**src/rtl/mbus_wait_bridge.sv**
```systemverilog
// Bridges single-cycle CPU bus phases onto a registered req/ack slave interface.
// The scheduler is stalled until the slave acks or the timeout aborts the access.
module mbus_wait_bridge #(
    parameter int WIDTH     = 32,
    parameter int ADDR_SIZE = 32,
    parameter int TIMEOUT   = 255,
    parameter int TOUT_W    = 8
) (
    input  logic                 clk,
    input  logic                 reset,
    input  logic                 cpu_req,
    input  logic [ADDR_SIZE-1:0] cpu_addr,
    input  logic [WIDTH-1:0]     cpu_wdata,
    input  logic                 cpu_wen,
    output logic [WIDTH-1:0]     cpu_rdata,
    output logic                 stall,
    output logic                 mem_req,
    output logic [ADDR_SIZE-1:0] mem_addr,
    output logic [WIDTH-1:0]     mem_wdata,
    output logic                 mem_wen,
    input  logic                 mem_ack,
    input  logic [WIDTH-1:0]     mem_rdata,
    output logic                 bus_err,
    input  logic                 err_clr
);

    typedef enum logic [1:0] {IDLE, REQ, DONE} state_t;

    // Count runs 0..TIMEOUT-1 over the REQ cycles, so the abort lands on REQ cycle TIMEOUT.
    localparam logic [TOUT_W-1:0] LAST = TOUT_W'(TIMEOUT - 1);

    state_t            state;
    logic [TOUT_W-1:0] count;

    always_ff @(posedge clk or negedge reset) begin
        if (!reset) begin
            state     <= IDLE;
            count     <= '0;
            mem_req   <= 1'b0;
            mem_addr  <= '0;
            mem_wdata <= '0;
            mem_wen   <= 1'b0;
            cpu_rdata <= '0;
            bus_err   <= 1'b0;
        end else begin
            // A timeout below overrides this clear in the same cycle.
            if (err_clr)
                bus_err <= 1'b0;
            case (state)
                IDLE: begin
                    if (cpu_req) begin
                        mem_addr  <= cpu_addr;
                        mem_wdata <= cpu_wdata;
                        mem_wen   <= cpu_wen;
                        mem_req   <= 1'b1;
                        count     <= '0;
                        state     <= REQ;
                    end
                end
                REQ: begin
                    if (mem_ack) begin
                        if (!mem_wen)
                            cpu_rdata <= mem_rdata;
                        mem_req <= 1'b0;
                        state   <= DONE;
                    end else if (count == LAST) begin
                        if (!mem_wen)
                            cpu_rdata <= '1;
                        bus_err <= 1'b1;
                        mem_req <= 1'b0;
                        state   <= DONE;
                    end else begin
                        count <= count + 1'b1;
                    end
                end
                DONE:    state <= IDLE;
                default: state <= IDLE;
            endcase
        end
    end

    // Combinational so the very first cycle of a request already holds the scheduler.
    assign stall = ((state == IDLE) && cpu_req) || (state == REQ);

endmodule

```
**config.mk**
```make
export PLATFORM = sky130hd
export DESIGN_NAME = mbus_wait_bridge
export DESIGN_NICKNAME = d
export VERILOG_FILES = /design/src/rtl/mbus_wait_bridge.sv
export SDC_FILE = /design/constraint.sdc
export NUM_CORES = 1
export LEC_CHECK = 0
export BUFFER_PORTS_ARGS = -buffer_cell sky130_fd_sc_hd__buf_2
export CAP_MARGIN = 40
export CORE_ASPECT_RATIO = 0.5
export CORE_MARGIN = 2
export CORE_UTILIZATION = 25
export DETAILED_ROUTE_END_ITERATION = 10
export GPL_ROUTABILITY_DRIVEN = 0
export SLEW_MARGIN = 10
export SYNTH_ARGS = -nofsm -noshare
export SYNTH_HDL_FRONTEND = slang
export SYNTH_SLANG_ARGS = --single-unit
```
**constraint.sdc**
```tcl
create_clock -name clk -period 5 [get_ports clk]
set_clock_uncertainty 0.15 [all_clocks]
set_input_delay 0.25 -clock clk [delete_from_list [all_inputs] [get_ports clk]]
set_output_delay 0.25 -clock clk [all_outputs]
set_load 0.02 [all_outputs]
```
==> summary by stage, run 1 <==
Logic synthesis
The cell type with the highest aggregate area in the netlist is dfrtp_1. Summing the sequential cell areas from Yosys gives 60.81% of the chip area. Each instance of the synthesized netlist takes up on average between 9 and 10 µm². The total nets after synthesis is between 500 and 600.

The distinct cell type count after synthesis is 37. The total number of yosys warnings is 0. The flip-flop and latch count after synthesis is 109. In the synthesized netlist, the number of instances is 484. The fraction of registers with async set or reset after synthesis is 100.0%.

The dominant synthesized flop cell is dfrtp_1. The top-area cell type share of the netlist area is 60.81%. The number of flops mapped to enable cells by yosys is 0. Yosys attributes the largest share of cell area to dfrtp_1 61%, nand2_1 17%, o22ai_1 4.6%. The synthesized netlist occupies a cell area of 0.004486 mm².

Clock tree
The clock root buffer is clkbuf_16. Post-CTS repair changed the size of 0 cells. The H-tree generated during clock tree synthesis spans 3 levels. The clock drives between 100 and 150 sinks. The clock transition time at the flip-flop clock pins of the worst setup and hold paths is 80 ps.

At the later pin of the worst-skew pair, clock insertion delay measures between 300 and 400 ps. The buffer depth of the longest clock path is 2. Once the clock tree was built, the setup fixing pass inserted 0 buffers. The total CTS buffers is 9. The clock tree from TritonCTS is built.

Global routing
The maximum number of pins on one net before global-route repair is 72. The aggregate global-route resource usage is 14.12%. The number of global-route vias before repair is about 4,300. The number of antenna violations at the first check in global routing is 1. The first global-routing pass estimated around 22 mm of wire.

For this run the aggregate overflow at the end of global routing stands at 0.

Route
The number of nets still failing antenna checks after routing is 0. The number of detailed-routing iterations run before antenna repair is 4. The via count is between 4,000 and 5,000. In the routed design, unresolved DRC markers number 0. Dividing the detail-routed via count by the number of cells gives 4.340. The detailed-route wire length per cell is roughly 13 µm. The wire length after detailed routing is 13.13 mm. After the first detailed-routing iteration, the DRC count stood at approximately 180.

Worst setup path
The top fanout value on the critical path is 71. For the worst setup path, the data required time is ~5000 ps. The critical path is of the reg -> reg type. The element type at the critical path start is a flip-flop. The worst setup path is captured at a flip-flop. STA puts the critical path data arrival time at about 2100 ps.

Die
The placement row count is 34. The floorplan die height is between 90 and 100 µm. The die covers ~0.019 mm². The region available for standard cell placement spans roughly 0.017 mm². The starting utilization of the core area is 25.65%. The die span in x is 193.4 µm. The number of ports placed on the die boundary is just over 200.

Run status
The run finished with clean final reports.

Timing
After routing, the total negative slack on setup checks comes to 0 ps. The worst slew margin relative to its limit is around half. Static timing analysis puts the maximum clock frequency at 512.2 MHz.

The worst path needs slightly below 2000 ps of the cycle, external delays included. The final count of negative-setup-slack endpoints is 0. The hold violation count in the final report was 0.

The slew at the pin closest to its max-slew limit is 730.9 ps. The max-slew violation total from the final report is 0. Setup repair after global routing left no endpoint under its margin. The worst path uses approximately two fifths of the clock period. The final-layout worst hold slack is approximately 14 ps.

Finish
The finished cells cover about 0.0067 mm². The fraction of layout cells with a size suffix above 1 is 31.06%. The area growth from synthesis to final layout is 49.37%.

After the last flow step, the layout net total stands at roughly 850. Fill cells in the final layout number between 1,500 and 2,000. In the layout the commonest cells are 200 x nand2_1, 200 x buf_2, 109 x dfrtp_1.

Pwr
The reported leakage power is 3.563 nW. The total power after layout is approximately 0.0038 W. The power per standard cell area is around 570 mW/mm². The worst-case IR drop observed on VDD is 268.0 µV.

Placement
The HPWL after detailed placement is 8.531 mm. The placed instances occupy a cell area of ~0.0057 mm². The count of buffers added on input and output ports is 201.

Worst hold path
The min-delay analysis places its worst path in the category in -> reg.

Job
The max-capacitance violation count is 0.
worst max-delay path, cell delays in order (launching register included):
cell	delay [ps]
dfrtp_1	510
or3b_2	480
buf_4	350
a31o_2	330
layer usage:
layer  GRT usage [%]  share of wire [%]
met1           16.96                 43
met2           24.56                 50
met3           3.217                3.5
met4           6.166                3.5
met5               0                  0
cells in the mapped netlist (2+ instances only):
master     number
or3b_1          2
nand2_1       200
nor3b_2         2
nand2b_1        2
buf_2          14
nand3_1         3
a2111oi_0       2
ha_1            2
a21oi_1        33
mux2i_1         3
a31o_2          2
dfrtp_1       109
and2_1          2
inv_1          34
a21boi_0        2
nor2_1          5
a31oi_1         2
o22ai_1        33
clkbuf_1       13
and3_1          2
state kept, by name (all words and copies together), names as in the netlist:
| register | cells |
|---|---|
| bus_err | 1 |
| mem_addr | 32 |
| count | 8 |
| mem_wen | 1 |
| mem_req | 1 |
| state | 2 |
| cpu_rdata | 32 |
| mem_wdata | 32 |
logic make-up (layout without fill, tap and decap cells):
family,after synthesis,count (layout),share of synthesized area [%]
DFF,109,109,60.81
and+or+nand+nor,223,223,20.39
muxes,3,3,0.6695
AOI/OAI and AO/OA,85,85,11.91
adders and majority gates,2,2,0.5578
other,0,1,0
buffers and inverters,62,325,5.663
path summary, 6_finish.rpt:
path	from	endpoint	slack (ps)	cells after the start
setup / recovery	state[1]$_DFFE_PN0P_	count[1]$_DFFE_PN0P_	3050	3
hold / removal	mem_rdata[18]	cpu_rdata[18]$_DFFE_PN0P_	10	3
setup reg to reg	state[1]$_DFFE_PN0P_	count[1]$_DFFE_PN0P_	3050	3
hold reg to reg	mem_addr[19]$_DFFE_PN0P_	mem_addr[19]$_DFFE_PN0P_	320	2
max in group asynchronous	reset	mem_addr[26]$_DFFE_PN0P_	3440	4
min in group asynchronous	reset	cpu_rdata[31]$_DFFE_PN0P_	200	2
through the flow:
stage	worst slack, ps	util (%)	instances
floorplan	3282	-	484
global placement	3056	32.70	897
detailed placement	3058	32.86	898
CTS	3047	38.31	981
global route	2974	38.32	982
finish	3048	38.32	982
cell type report:
class	instances	area, µm²	area share [%]
multi-input combinational	313	1516	22.63
inverter	34	127.6	1.905
tap	234	292.8	4.370
antenna	1	2.502	0.03735
timing repair buffer	275	1752	26.14
clock inverter	7	56.30	0.8403
sequential	109	2728	40.71
clock buffer	9	225.2	3.361
report_power, final:
part / switching [W] / leakage [nW] / total, W / internal [W]
Sequential: 0.000240 / 1.38 / 0.00149 / 0.00125
Combinational: 0.00103 / 2.04 / 0.00161 / 0.000577
Clock: 0.000353 / 0.142 / 0.000701 / 0.000347
Total: 0.00162 / 3.56 / 0.00380 / 0.00217
timing repair:
action | CTS | global route
endpoints found under the setup margin | 0 | 0
hold endpoints to repair | 89 | 0
hold buffers | 67 | 0
(Power assumes the default switching activity.)
==> run 2, diff against run 1 <==
Clock period 5 ns to 1.7 ns, I/O delays scaled along.
==> run 2 against run 1 <==
Against the previous run:
- sequential power increased to 2.9 times the previous value
- power rose to 3.0 times the previous value
- combinational power rose to 3.1 times the previous value
- clock power grew to 2.9 times the previous value
- first-iteration DRC count shrank 14%
- sequential cell count unchanged
- wire length grew 3.5%
- setup slack worse by 3000 ps
- final area up 7.6%
==> summary by stage, run 2 (synthesized netlist as in run 1, its figures left out) <==
Worst hold path
The startpoint identified for the worst hold timing path is mem_ack. The type of the worst min-delay path is in -> reg. The number of stages on the worst hold path was 3 (unchanged).

The path with the worst hold slack has its endpoint at count[2]$_DFFE_PN0P_.

Worst setup path
The worst path required time came to 1820 ps (-3270 ps). The worst setup path is of the reg -> reg kind. The top fanout value on the critical path is 3 (-96%). STA classifies the critical path startpoint as a flip-flop.

The capturing element type of the critical path is a flip-flop. The minimum setup slack among reg-to-reg paths is 70 ps (-2980 ps). In this run the critical register-to-register path is launched from count[0]$_DFFE_PN0P_. The arrival time of the worst setup path is 1750 ps (-300 ps). The number of cells on the worst reg-to-reg path is 6 (+3). The endpoint identified for the worst register-to-register timing path is count[0]$_DFFE_PN0P_.

Pwr
The switching fraction of total power is 41.97% (-0.80 points). The power per standard cell area is 1587 mW/mm² (+180%). The clock share of power was 17.9% (-0.5 points).

The cell-internal power is 0.006643 W (+210%). The highest ir drop seen on vdd is 714.7 µV (+170%). The proportion of power drawn by combinational gates is 44.2% (+1.9 points).

The reported leakage power came to 3.779 nW (+6.1%). The switching power is 0.004804 W (+200%). The part of the total power dissipated in sequential elements is 37.9% (-1.3 points).

Timing
Setup repair after global routing could not meet its margin everywhere. The final-layout worst hold slack was 114.1 ps (+99.66 ps). The post-route fraction of the period consumed by the critical path is 95.75% (+57 points). The max-slew violation total from the final report came to 0 (unchanged). The fmax came to 614.4 MHz (+20%). The shortest clock period the worst path allows after layout is 1628 ps (-324.5 ps). The worst slew margin relative to its limit was 59.95% (+8.7 points). The hold violation count in the final report is 0 (unchanged). The final count of negative-setup-slack endpoints is 0 (unchanged). The slew at the pin closest to its max-slew limit was 600.8 ps (-130.1 ps). The post-route worst setup slack came to 72.29 ps (-2976 ps).

Route
The wire length after detailed routing was 13.59 mm (+3.5%). The count of unresolved DRC violations after routing is 0 (unchanged). The via count is 4,440 (+4.2%). The number of nets still failing antenna checks after routing came to 0 (unchanged). The number of detailed-routing iterations run before antenna repair is 4 (unchanged). The detailed-route wire length per cell is 13.21 µm (-1.1%). The number of DRC markers after the initial detailed-route iteration came to 151 (-14%). The via count normalized by instance count came to 4.319 (-0.49%).

Placement
The half-perimeter wire length of the detailed placement result came to 8.787 mm (+3.0%). The count of buffers from port buffering is 201 (unchanged). The worst setup timing slack at the placement stage came to 54.86 ps (-3003 ps).

Clock tree
The number of levels in the clock H-tree is 3 (unchanged). The buffer depth of the longest clock path was 2 (unchanged). The clock latency of the later-clocked register in the worst-skew pair is 350 ps (about the same).

CTS placed an instance of clkbuf_16 at the clock tree root. The clock transition time at the flip-flop clock pins of the worst setup and hold paths came to 80 ps (about the same). The count of clock tree sinks came to 109 (unchanged). The total CTS buffers is 9 (unchanged). TritonCTS built the clock tree.

Run status
The flow ran to the end, and the final reports show no timing, DRC or antenna violations.

Die
The area inside the core boundary is 0.01748 mm² (unchanged). The number of ports placed on the die boundary was 202 (unchanged). The placement row count is 34 (unchanged).

The floorplan die height is 98.72 µm (unchanged). The starting utilization of the core area is 25.65% (unchanged). The area enclosed by the die boundary came to 0.01909 mm² (unchanged). The die span in x is 193.4 µm (unchanged).

Global routing
The aggregate global-route resource usage is 14.35% (+0.23 points). The number of global-route vias before repair is 4,518 (+5.3%). The wire length of the first global-routing pass is 22.23 mm (+2.2%).

The number of antenna violations at the first check in global routing came to 0 (-1). The maximum number of pins on one net before global-route repair is 110 (+53%). The remaining global-route overflow came to 0 (unchanged).

Finish
The number of nets in the final layout is 893 (+5.6%). The post-layout utilization of the core is 41.24% (+2.9 points). The fill cell instance count of the final layout is 1,707 (-3.8%). The fraction of layout cells with a size suffix above 1 is 31.61% (+0.55 points). Leaving out fill and tap cells, the most frequent cells in the layout are 200 x nand2_1, 200 x buf_2, 108 x dfrtp_1. In the final layout, the registers with the most flip-flops are cpu_rdata: 32 flops, mem_addr: 32 flops, mem_wdata: 32 flops. The area growth from synthesis to layout is 60.75%. The antenna diode count is 0 (-1).

Job
The max-capacitance violation count is 0 (unchanged).
==> run 2: cell types whose count changed in the layout (fill, tap and decap cells not counted), moves of 2 or more <==
cell	previous run	this run
a2111oi_0	2	0
buf_12	0	5
dlygate4sd3_1	67	99
a2111oi_2	1	3
buf_4	7	17
clkinv_2	2	0
==> run 2: how the worst max path moves through the flow <==
stage,cells past startpoint,end,from
CTS,4,count[2]$_DFFE_PN0P_,state[1]$_DFFE_PN0P_
global route,5,mem_addr[2]$_DFFE_PN0P_,state[0]$_DFFE_PN0P_
global placement,4,count[4]$_DFFE_PN0P_,state[0]$_DFFE_PN0P_
detailed placement,5,count[2]$_DFFE_PN0P_,count[0]$_DFFE_PN0P_
finish,6,count[0]$_DFFE_PN0P_,count[0]$_DFFE_PN0P_
floorplan,7,cpu_rdata[11]$_DFFE_PN0P_,count[0]$_DFFE_PN0P_
==> run 2: stage by stage <==
step | area (µm²) | std cells | TNS, ps | power [W]
5_1_grt | 7211 | 1028 | -100.9 | 0.01224
4_1_cts | 7177 | 1028 | 0 | 0.01154
3_3_place_gp | 5901 | 913 | 0 | 0.009136
6_report | 7211 | 1028 | 0 | 0.01145
2_1_floorplan | 4486 | 484 | -204.7 | 0.007298
3_5_place_dp | 5901 | 913 | 0 | 0.009249
==> run 2: area by class of cell <==
class,count,area (µm²),share of cell area [%]
Sequential cell,109,2729,37.84
Inverter,34,127.6,1.770
Timing Repair Buffer,322,2231,30.94
Clock buffer,11,242.7,3.366
Tap cell,234,292.8,4.060
Multi-Input combinational cell,313,1545,21.43
Clock inverter,5,42.54,0.5900
==> run 2: timing repair <==
action	CTS	global route
resized for setup	0	11
buffers inserted	0	0
endpoints found under the hold margin	207	0
hold buffers	99	0
endpoints found under the setup margin	0	63
==> run 2: critical path, cell delays in order (launching register included) <==
cell and delay [ps]:
dfrtp_1 380, inv_1 70, ha_1 180, nand3_1 110, o21ai_0 300, buf_4 180
mux2i_1 180
==> run 2: metal layers <==
layer,vias to the layer above,GRT usage [%],part of all wire (%)
met5,-,0,0
met1,2146,16.69,43
li1,2185,-,-
met2,85,26.43,52
met4,0,4.639,2.2
met3,24,3.251,3.1
==> run 2: power by group through the flow <==
stage,clock (W),sequential [W],combinational (W)
6_report,0.00205,0.00434,0.00506
5_1_grt,0.00226,0.00449,0.00550
4_1_cts,0.00214,0.00433,0.00507
3_5_place_dp,0,0.00437,0.00488
3_3_place_gp,0,0.00434,0.00479
2_1_floorplan,0,0.00568,0.00162
